## config.mk

```make
export PLATFORM = sky130hd
export DESIGN_NAME = sum_bcd_display
export DESIGN_NICKNAME = d
export VERILOG_FILES = /design/src/rtl/sum_bcd_display_pkg.sv /design/src/rtl/bcd_to_seg7.sv /design/src/rtl/sum_bcd_display.sv
export SDC_FILE = /design/constraint.sdc
export NUM_CORES = 1
export LEC_CHECK = 0
export CAP_MARGIN = 25
export CORE_MARGIN = 2
export CORE_UTILIZATION = 50
export CTS_BUF_LIST = sky130_fd_sc_hd__clkbuf_16
export DETAILED_ROUTE_END_ITERATION = 8
export GPL_ROUTABILITY_DRIVEN = 0
export GPL_TIMING_DRIVEN = 0
export PLACE_DENSITY_LB_ADDON = 0.12
export SLEW_MARGIN = 0
export SYNTH_ARGS = -nofsm -noshare
export SYNTH_HDL_FRONTEND = slang
export SYNTH_SLANG_ARGS = --single-unit
```

## constraint.sdc

```tcl
create_clock -name clk -period 1.5 [get_ports clk]
set_input_delay 0.3 -clock clk [delete_from_list [all_inputs] [get_ports clk]]
set_output_delay 0.3 -clock clk [all_outputs]
set_load 0.01 [all_outputs]
```

## src/rtl/sum_bcd_display_pkg.sv

```systemverilog
// Shared definitions for the sum_bcd_display block: FSM encoding, widths,
// segment constants and the double-dabble nibble correction helper.
package sum_bcd_display_pkg;

  localparam int unsigned BIN_W       = 9;
  localparam int unsigned DIGITS      = 3;
  localparam int unsigned BCD_W       = 4 * DIGITS;
  localparam int unsigned SR_W        = BCD_W + BIN_W;
  localparam int unsigned SHIFT_COUNT = 9;
  localparam int unsigned CNT_W       = 4;

  // FSM encoding
  localparam logic [1:0] ST_IDLE   = 2'd0;
  localparam logic [1:0] ST_ADJUST = 2'd1;
  localparam logic [1:0] ST_SHIFT  = 2'd2;
  localparam logic [1:0] ST_DONE   = 2'd3;

  // Active-low segments {g,f,e,d,c,b,a}
  localparam logic [6:0] SEG_BLANK = 7'b1111111;
  localparam logic [6:0] SEG_ZERO  = 7'b1000000;

  typedef struct packed {
    logic [3:0] hundreds;
    logic [3:0] tens;
    logic [3:0] units;
  } bcd_digits_t;

  // Double-dabble correction: a nibble of 5 or more would overflow past 9
  // after the next doubling, so pre-add 3.
  function automatic logic [3:0] add3_if_ge5(input logic [3:0] d);
    return (d >= 4'd5) ? (d + 4'd3) : d;
  endfunction

endpackage

```

## src/rtl/bcd_to_seg7.sv

```systemverilog
// BCD digit to active-low seven-segment decoder {g,f,e,d,c,b,a}.
// Non-decimal codes turn every segment off.
module bcd_to_seg7
  import sum_bcd_display_pkg::*;
(
  input  logic [3:0] i_bcd,
  output logic [6:0] o_seg
);

  // Pure lookup, no state
  always_comb begin
    o_seg = SEG_BLANK;
    case (i_bcd)
      4'd0:    o_seg = SEG_ZERO;
      4'd1:    o_seg = 7'b1111001;
      4'd2:    o_seg = 7'b0100100;
      4'd3:    o_seg = 7'b0110000;
      4'd4:    o_seg = 7'b0011001;
      4'd5:    o_seg = 7'b0010010;
      4'd6:    o_seg = 7'b0000010;
      4'd7:    o_seg = 7'b1111000;
      4'd8:    o_seg = 7'b0000000;
      4'd9:    o_seg = 7'b0010000;
      default: o_seg = SEG_BLANK;
    endcase
  end

endmodule

```

## src/rtl/sum_bcd_display.sv

```systemverilog
// Converts the adder result {cout,S} (0..510) into three BCD digits with a
// sequential shift-and-add-3 engine and holds them for the displays.
// Optional seven-segment outputs are built when SEVEN_SEG_EN is defined.
module sum_bcd_display
  import sum_bcd_display_pkg::*;
(
  input  logic       clk,
  input  logic       reset,
  input  logic       start,
  input  logic       cout,
  input  logic [7:0] S,
  output logic       busy,
  output logic       done,
  output logic [3:0] hundreds,
  output logic [3:0] tens,
  output logic [3:0] units
`ifdef SEVEN_SEG_EN
  ,
  output logic [6:0] hex2,
  output logic [6:0] hex1,
  output logic [6:0] hex0
`endif
);

  logic [1:0]      r_state;
  logic [SR_W-1:0] r_shift;
  logic [CNT_W-1:0] r_count;
  logic            r_busy;
  logic            r_done;
  bcd_digits_t     r_digits;

  logic [1:0]      w_state_d;
  logic [SR_W-1:0] w_shift_d;
  logic [CNT_W-1:0] w_count_d;
  logic            w_done_d;
  bcd_digits_t     w_digits_d;

  // Next-state logic for the conversion engine
  always_comb begin
    w_state_d  = r_state;
    w_shift_d  = r_shift;
    w_count_d  = r_count;
    w_digits_d = r_digits;
    w_done_d   = 1'b0;
    case (r_state)
      ST_IDLE: begin
        if (start) begin
          w_shift_d = {{BCD_W{1'b0}}, cout, S};
          w_count_d = CNT_W'(SHIFT_COUNT);
          w_state_d = ST_ADJUST;
        end
      end
      ST_ADJUST: begin
        w_shift_d[20:17] = add3_if_ge5(r_shift[20:17]);
        w_shift_d[16:13] = add3_if_ge5(r_shift[16:13]);
        w_shift_d[12:9]  = add3_if_ge5(r_shift[12:9]);
        w_state_d        = ST_SHIFT;
      end
      ST_SHIFT: begin
        w_shift_d = {r_shift[SR_W-2:0], 1'b0};
        w_count_d = r_count - 1'b1;
        w_state_d = (w_count_d == '0) ? ST_DONE : ST_ADJUST;
      end
      ST_DONE: begin
        w_digits_d = bcd_digits_t'(r_shift[SR_W-1:BIN_W]);
        w_done_d   = 1'b1;
        w_state_d  = ST_IDLE;
      end
      default: begin
        w_state_d = ST_IDLE;
      end
    endcase
  end

  // State, datapath and output registers; busy is registered alongside state
  always_ff @(posedge clk or negedge reset) begin
    if (!reset) begin
      r_state  <= ST_IDLE;
      r_shift  <= '0;
      r_count  <= '0;
      r_busy   <= 1'b0;
      r_done   <= 1'b0;
      r_digits <= '0;
    end else begin
      r_state  <= w_state_d;
      r_shift  <= w_shift_d;
      r_count  <= w_count_d;
      r_busy   <= (w_state_d != ST_IDLE);
      r_done   <= w_done_d;
      r_digits <= w_digits_d;
    end
  end

  assign busy     = r_busy;
  assign done     = r_done;
  assign hundreds = r_digits.hundreds;
  assign tens     = r_digits.tens;
  assign units    = r_digits.units;

`ifdef SEVEN_SEG_EN
  bcd_to_seg7 u_seg_hundreds (
    .i_bcd (r_digits.hundreds),
    .o_seg (hex2)
  );

  bcd_to_seg7 u_seg_tens (
    .i_bcd (r_digits.tens),
    .o_seg (hex1)
  );

  bcd_to_seg7 u_seg_units (
    .i_bcd (r_digits.units),
    .o_seg (hex0)
  );
`endif

endmodule
```

==> flow_summary.toml, run 1 <==
[pwr]
finalPower_w = 0.00624
seq_power_share = 0.291
powerDensity_nw_per_um2 = 2160
p_clk_frac = 0.163
irDropWorstVdd_uv = 1110
switchingPower_w = 0.00237
p_comb_frac = 0.546
switching_share = 0.380
p_int_w = 0.00386
leakage_nw = 1.34

[hold_path]
hold_class = "input port to async pin"

[placement]
placedCellCount = 279
dpl.hpwl_um = 2890
preCtsSetupSlack_ns = -0.409
port_buffers = 25

[synth]
synth_most_common_cell = "dfrtp_1"
async_reset_ff_frac = 1.00
synth_area_sq_um = 2180
netlist.area_leader.share = 0.471
syn_inst = 204
synth_cell_types = 31
yosys_register_bits = 41
synth_seq_area_share = 0.471
synth_nets = 228
avgSynthCellArea_sq_um = 10.7
ys_warn_count = 0
synth_ff_type = "dfrtp_1"
synthTopCellsByCount = "dfrtp_1, o21ai_0, nand2_1"
synth_area_leaders = "dfrtp_1, o21ai_0, ha_1, mux2_2, mux2i_1"
yosys.area.top_type = "dfrtp_1"
synth-edff-count = 0

[grt]
grt_max_degree = 42
gr-usage-met3 = 0.0519
grt_pass1_vias = 1552
grt-ovfl-total = 0
grt_pass1_wl_um = 7380
met1_usage = 0.247
grt_use_met2 = 0.311
antenna_found_initial = 0
grt.total_usage = 0.191
busiest_layer = "met2"

[setup_path]
critical_path_class = "register to register"
worstPathArrival_ns = 1.73
rr_worst_depth = 5
cp.required_ns = 1.67
cp-end-kind = "register"
cp_max_fo = 7
critical_path.startpoint_type = "register"

[drt]
dr.pass1.iters = 4
drtIter0Drc = 82
drc = 0
wl_um = 4430
dr_total_vias = 1634
avgRoutedWirePerCell_um = 14.7
final_antenna_net_count = 0
viasPerCell = 5.41

[clock_network]
cts_sinks = 41
worstSkewPairLatency_ns = 0.28
cts_tree = "done"
h-tree-depth = 2
clkTransAtPathRegs_ns = 0.06
cts_root_buffer = "clkbuf_16"
cts_buffers = 5
clockBufferDepth = 2

[die]
die_area_sq_um = 4900
initial_core_util = 0.533
die_w_um = 70.0
die_h_um = 70.0
core_sq_um = 4090
num_rows = 23
io-pin-count = 26

[sta]
setup_viol = 4
setup_tns_ns = -0.174
rsz0062_at_grt = "yes"
fin_crit_ns = 1.56
fin_ws_ns = -0.0590
finalCritPeriodShare = 1.04
fmax_mhz = 641
drv_slew = 0
skew_ns = 0.00372
final_hold_viol_count = 0
maxSlewHeadroom = 0.389
tightest_slew_ns = 0.917

[finish]
area_growth_pct = 32.9
nFillCells = 303
insertedDiodeCount = 0
utilization = 0.708
nNetsFinal = 275
fin_cells = 302
drive_above_1_share = 0.266

[run]
drv_cap = 0

[run_status]
status = "finished with violations"
violations = "negative setup slack"
-- kinds of logic (layout without fill, tap and decap cells) --
family                     Yosys count  after routing  synth area share
DFF                                 41             41             0.471
adders and majority gates           12             12            0.0690
buffers and inverters               25             73            0.0506
AOI/OAI and AO/OA                   45             45             0.135
xor gates and xnor gates             7              7            0.0282
muxes                               29             29             0.148
and+or+nand+nor                     45             45            0.0983
-- layout by cell type, fill, tap and decap left out, drive strengths merged, types with 2 or more instances in the layout --
cell type and count:
clkdlybuf4s50 21, mux2 16, a21oi 3, a22o 3, clkbuf 5, mux2i 13, dfrtp 41, nand2b 4
ha 12, xor2 3, nand3 6, dlymetal6s2s 3, a31oi 3, xnor2 4, nor2 6, buf 24
inv 17, nand2 24, clkinv 3, nor2b 2, o21ai 32
-- cell type report --
class                           instances  area (sq um)  share of cell area
Buffer                                  6          53.8              0.0186
Clock buffer                            5           125              0.0433
Clock inverter                          3          12.5             0.00433
Inverter                               17          66.3              0.0229
Multi-Input combinational cell        138          1140               0.393
Sequential cell                        41          1030               0.356
Tap cell                               50          62.6              0.0216
Timing Repair Buffer                   42           408               0.141
-- registers in the layout, indices dropped and copies added, names as in the netlist --
signal / count
tens: 4
hundreds: 4
r_count: 4
done: 1
r_shift: 21
r_state: 2
busy: 1
units: 4
-- worst paths after layout --
| path | from | endpoint | slack (ns) |
|---|---|---|---|
| setup / recovery | r_state[1]$_DFF_PN0_ | r_shift[15]$_DFFE_PN0P_ | -0.06 |
| hold / removal | reset | busy$_DFF_PN0_ | 0.15 |
| setup reg to reg | r_state[1]$_DFF_PN0_ | r_shift[15]$_DFFE_PN0P_ | -0.06 |
| hold reg to reg | r_shift[5]$_DFFE_PN0P_ | r_shift[5]$_DFFE_PN0P_ | 0.48 |
| max in group asynchronous | reset | r_shift[9]$_DFFE_PN0P_ | 0.72 |
| min in group clk | r_shift[5]$_DFFE_PN0P_ | r_shift[5]$_DFFE_PN0P_ | 0.48 |
-- per-stage QoR --
stage | area (sq um) | hold WS [ns]
CTS | 2780 | 0.187
finish | 2890 | 0.148
global route | 2890 | 0.234
detailed placement | 2520 | 0.474
global placement | 2520 | 0.468
floorplan | 2210 | 0.00441
-- timing repair --
action	CTS	global route
setup buffers	11	5
setup endpoints to repair	25	37
cloned	0	1
hold buffers	0	0
resized for setup	15	26
pin swaps	2	6
-- routing by layer --
metal / part of all wire / vias up
met3: 0.039 / 7
met5: 0 / -
met1: 0.47 / 798
met4: 0.015 / 0
met2: 0.48 / 36
li1: - / 793
-- critical path, cell delays in order (launching register included) --
cell and delay, ns:
dfrtp_1 0.40, buf_6 0.14, ha_4 0.15, nand2b_4 0.19, a31oi_4 0.25, mux2_4 0.32
-- power by group through the flow --
stage / Clock [W] / Sequential [W] / Combinational (W)
floorplan: 0 / 0.00180 / 0.00194
global placement: 0 / 0.00179 / 0.00261
detailed placement: 0 / 0.00181 / 0.00269
CTS: 0.00103 / 0.00179 / 0.00312
global route: 0.00108 / 0.00186 / 0.00373
finish: 0.00102 / 0.00181 / 0.00341
Note: power is estimated with default switching activity, not from simulation.
==> inputs of run 2 (changes only) <==
--- a/config.mk
+++ b/config.mk
@@ -5,6 +5,8 @@
 export SDC_FILE = /design/constraint.sdc
 export NUM_CORES = 1
 export LEC_CHECK = 0
+export ABC_AREA = 1
+export ABC_CLOCK_PERIOD_IN_PS = 1500
 export CAP_MARGIN = 25
 export CORE_MARGIN = 2
 export CORE_UTILIZATION = 50
==> run 2 against run 1 <==
The run now ends clean. Register-to-register slack better by 0.08 ns. Clock skew decreased by 0.00094 ns. Global-route usage grew 1.4 points. Largest power group unchanged. Highest routed layer unchanged.
==> flow_summary.toml, run 2 <==
[setup_path]
cp.buffers_inverters = 2
startpoint = "r_state[0]$_DFF_PN0_"
worstPathArrival_ns = 1.64
cp.required_ns = 1.66
cp-end-kind = "register"
critical_path_class = "register to register"
rr_startpoint = "r_state[0]$_DFF_PN0_"
cp_common_cell = "buf_4"
cpPeakStageDelay_ns = 0.38
slowest_stage = "dfrtp_1"
cp_max_fo = 10
cp_top_family = "flip-flops"
worstPathCellList = "buf_4, ha_2, buf_4, mux2_2"
critical_path.startpoint_type = "register"

[sta]
skew_ns = 0.00278
rsz0062_at_grt = "yes"
drv_slew = 0
fin_crit_ns = 1.47
maxSlewHeadroom = 0.772
fmax_mhz = 678
tightest_slew_ns = 0.342
hold_slack_ns = 0.450
final_hold_viol_count = 0
finalCritPeriodShare = 0.983
setup_viol = 0

[clock_network]
h-tree-depth = 2
clockBufferDepth = 2
worstSkewPairLatency_ns = 0.28
cts_sinks = 41
cts_buffers = 5
clkTransAtPathRegs_ns = 0.06
cts_tree = "done"
cts_root_buffer = "clkbuf_16"

[drt]
dr_total_vias = 1747
final_antenna_net_count = 0
viasPerCell = 5.12
dr.pass1.iters = 4
avgRoutedWirePerCell_um = 12.8
drtIter0Drc = 87
wl_um = 4370
drc = 0

[placement]
placed_area_sq_um = 2460
dpl.hpwl_um = 2960
port_buffers = 25

[synth]
yosys_register_bits = 41
async_reset_ff_frac = 1.00
syn_inst = 248
yosys.area.top_type = "dfrtp_1"
synth_area_leaders = "dfrtp_1, nand2_1, ha_1, nor2_1, inv_1"
synth_nets = 272
synth_cell_types = 23
synth-edff-count = 0
synth_ff_type = "dfrtp_1"
synth_area_sq_um = 2130
ys_warn_count = 0
synth_most_common_cell = "nand2_1"
synth_seq_area_share = 0.482
netlist.area_leader.share = 0.482
synthTopCellsByCount = "nand2_1, dfrtp_1, nor2_1"
avgSynthCellArea_sq_um = 8.59

[run]
drv_cap = 0

[die]
io-pin-count = 26
die_h_um = 69.3
core_sq_um = 4060
die_area_sq_um = 4800
die_w_um = 69.3
num_rows = 23
initial_core_util = 0.525

[finish]
largest_reg_flops = 21
area_growth_pct = 30.6
largest_register = "r_shift"
drive_above_1_share = 0.165
nNetsFinal = 314
layout_common_cells = "nand2_1, dfrtp_1, nor2_1"
utilization = 0.685
finalInstanceArea_sq_um = 2780
insertedDiodeCount = 0
final_common_cell = "nand2_1"

[run_status]
status = "finished clean"

[pwr]
powerDensity_nw_per_um2 = 2210
seq_power_share = 0.304
irDropWorstVdd_uv = 1230
p_clk_frac = 0.164
p_comb_frac = 0.533
leakage_nw = 1.34
p_int_w = 0.00366
switchingPower_w = 0.00248
switching_share = 0.404

[grt]
grt-ovfl-total = 0
grt_pass1_vias = 1721
antenna_found_initial = 0
grt_max_degree = 29
grt_pass1_wl_um = 7940
grt.total_usage = 0.206

[hold_path]
hold_class = "input port to async pin"
[run 2: worst paths after layout]
| path | slack, ns | cells after the start | end |
|---|---|---|---|
| hold reg to reg | 0.50 | 2 | r_shift[18]$_DFFE_PN0P_ |
| min in group clk | 0.50 | 2 | r_shift[18]$_DFFE_PN0P_ |
| max in group asynchronous | 0.58 | 3 | r_state[1]$_DFF_PN0_ |
| setup / recovery | 0.03 | 4 | hundreds[2]$_DFFE_PN0P_ |
| hold / removal | 0.45 | 2 | r_shift[15]$_DFFE_PN0P_ |
| setup reg to reg | 0.03 | 4 | hundreds[2]$_DFFE_PN0P_ |
[run 2: stage by stage]
step	power (W)	instances	setup WS (ns)	setup TNS, ns
2_1_floorplan	0.00372	248	0.0932	0
3_3_place_gp	0.00454	323	-0.913	-40.12
3_5_place_dp	0.00460	324	-0.148	-2.75
4_1_cts	0.00586	337	0.000632	0
5_1_grt	0.00667	341	-0.0489	-0.336
6_report	0.00614	341	0.0253	0
[run 2: power by group through the flow]
stage          logic [W]  clock network, W  registers (W)
6_report         0.00327           0.00100        0.00186
4_1_cts          0.00296           0.00104        0.00186
3_3_place_gp     0.00267                 0        0.00187
2_1_floorplan    0.00181                 0        0.00191
5_1_grt          0.00365           0.00108        0.00194
3_5_place_dp     0.00272                 0        0.00188
[run 2: final cells by class]
| cell class | count | area [sq um] |
|---|---|---|
| Clock buffer | 5 | 125 |
| Clock inverter | 3 | 12.5 |
| Timing Repair Buffer | 36 | 373 |
| Tap cell | 50 | 62.6 |
| Multi-Input combinational cell | 174 | 1030 |
| Inverter | 26 | 108 |
| Fill cell | 316 | 1280 |
| Buffer | 6 | 47.5 |
| Sequential cell | 41 | 1030 |
[run 2: per-layer routing]
metal  track usage  vias to the layer above  share of wire
met3        0.0494                        6          0.041
met2         0.341                       36           0.48
met1         0.253                      826           0.46
met4        0.0959                        0          0.017
met5             0                        -              0
li1              -                      879              -
[run 2: kinds of logic after synthesis]
logic type,count (synthesis),synth area share
compound gates,47,0.143
xor+xnor,1,0.00411
fa+ha+maj,12,0.0705
buf+inv,33,0.0682
flops,41,0.482
mux,3,0.0159
simple gates,111,0.217
[run 2: repair_timing]
item	CTS	global route
cloned	1	0
hold buffers	1	0
buffers inserted	3	5
endpoints found under the setup margin	27	32
pin swaps	2	7
hold endpoints to repair	13	0
gates resized for setup	10	23
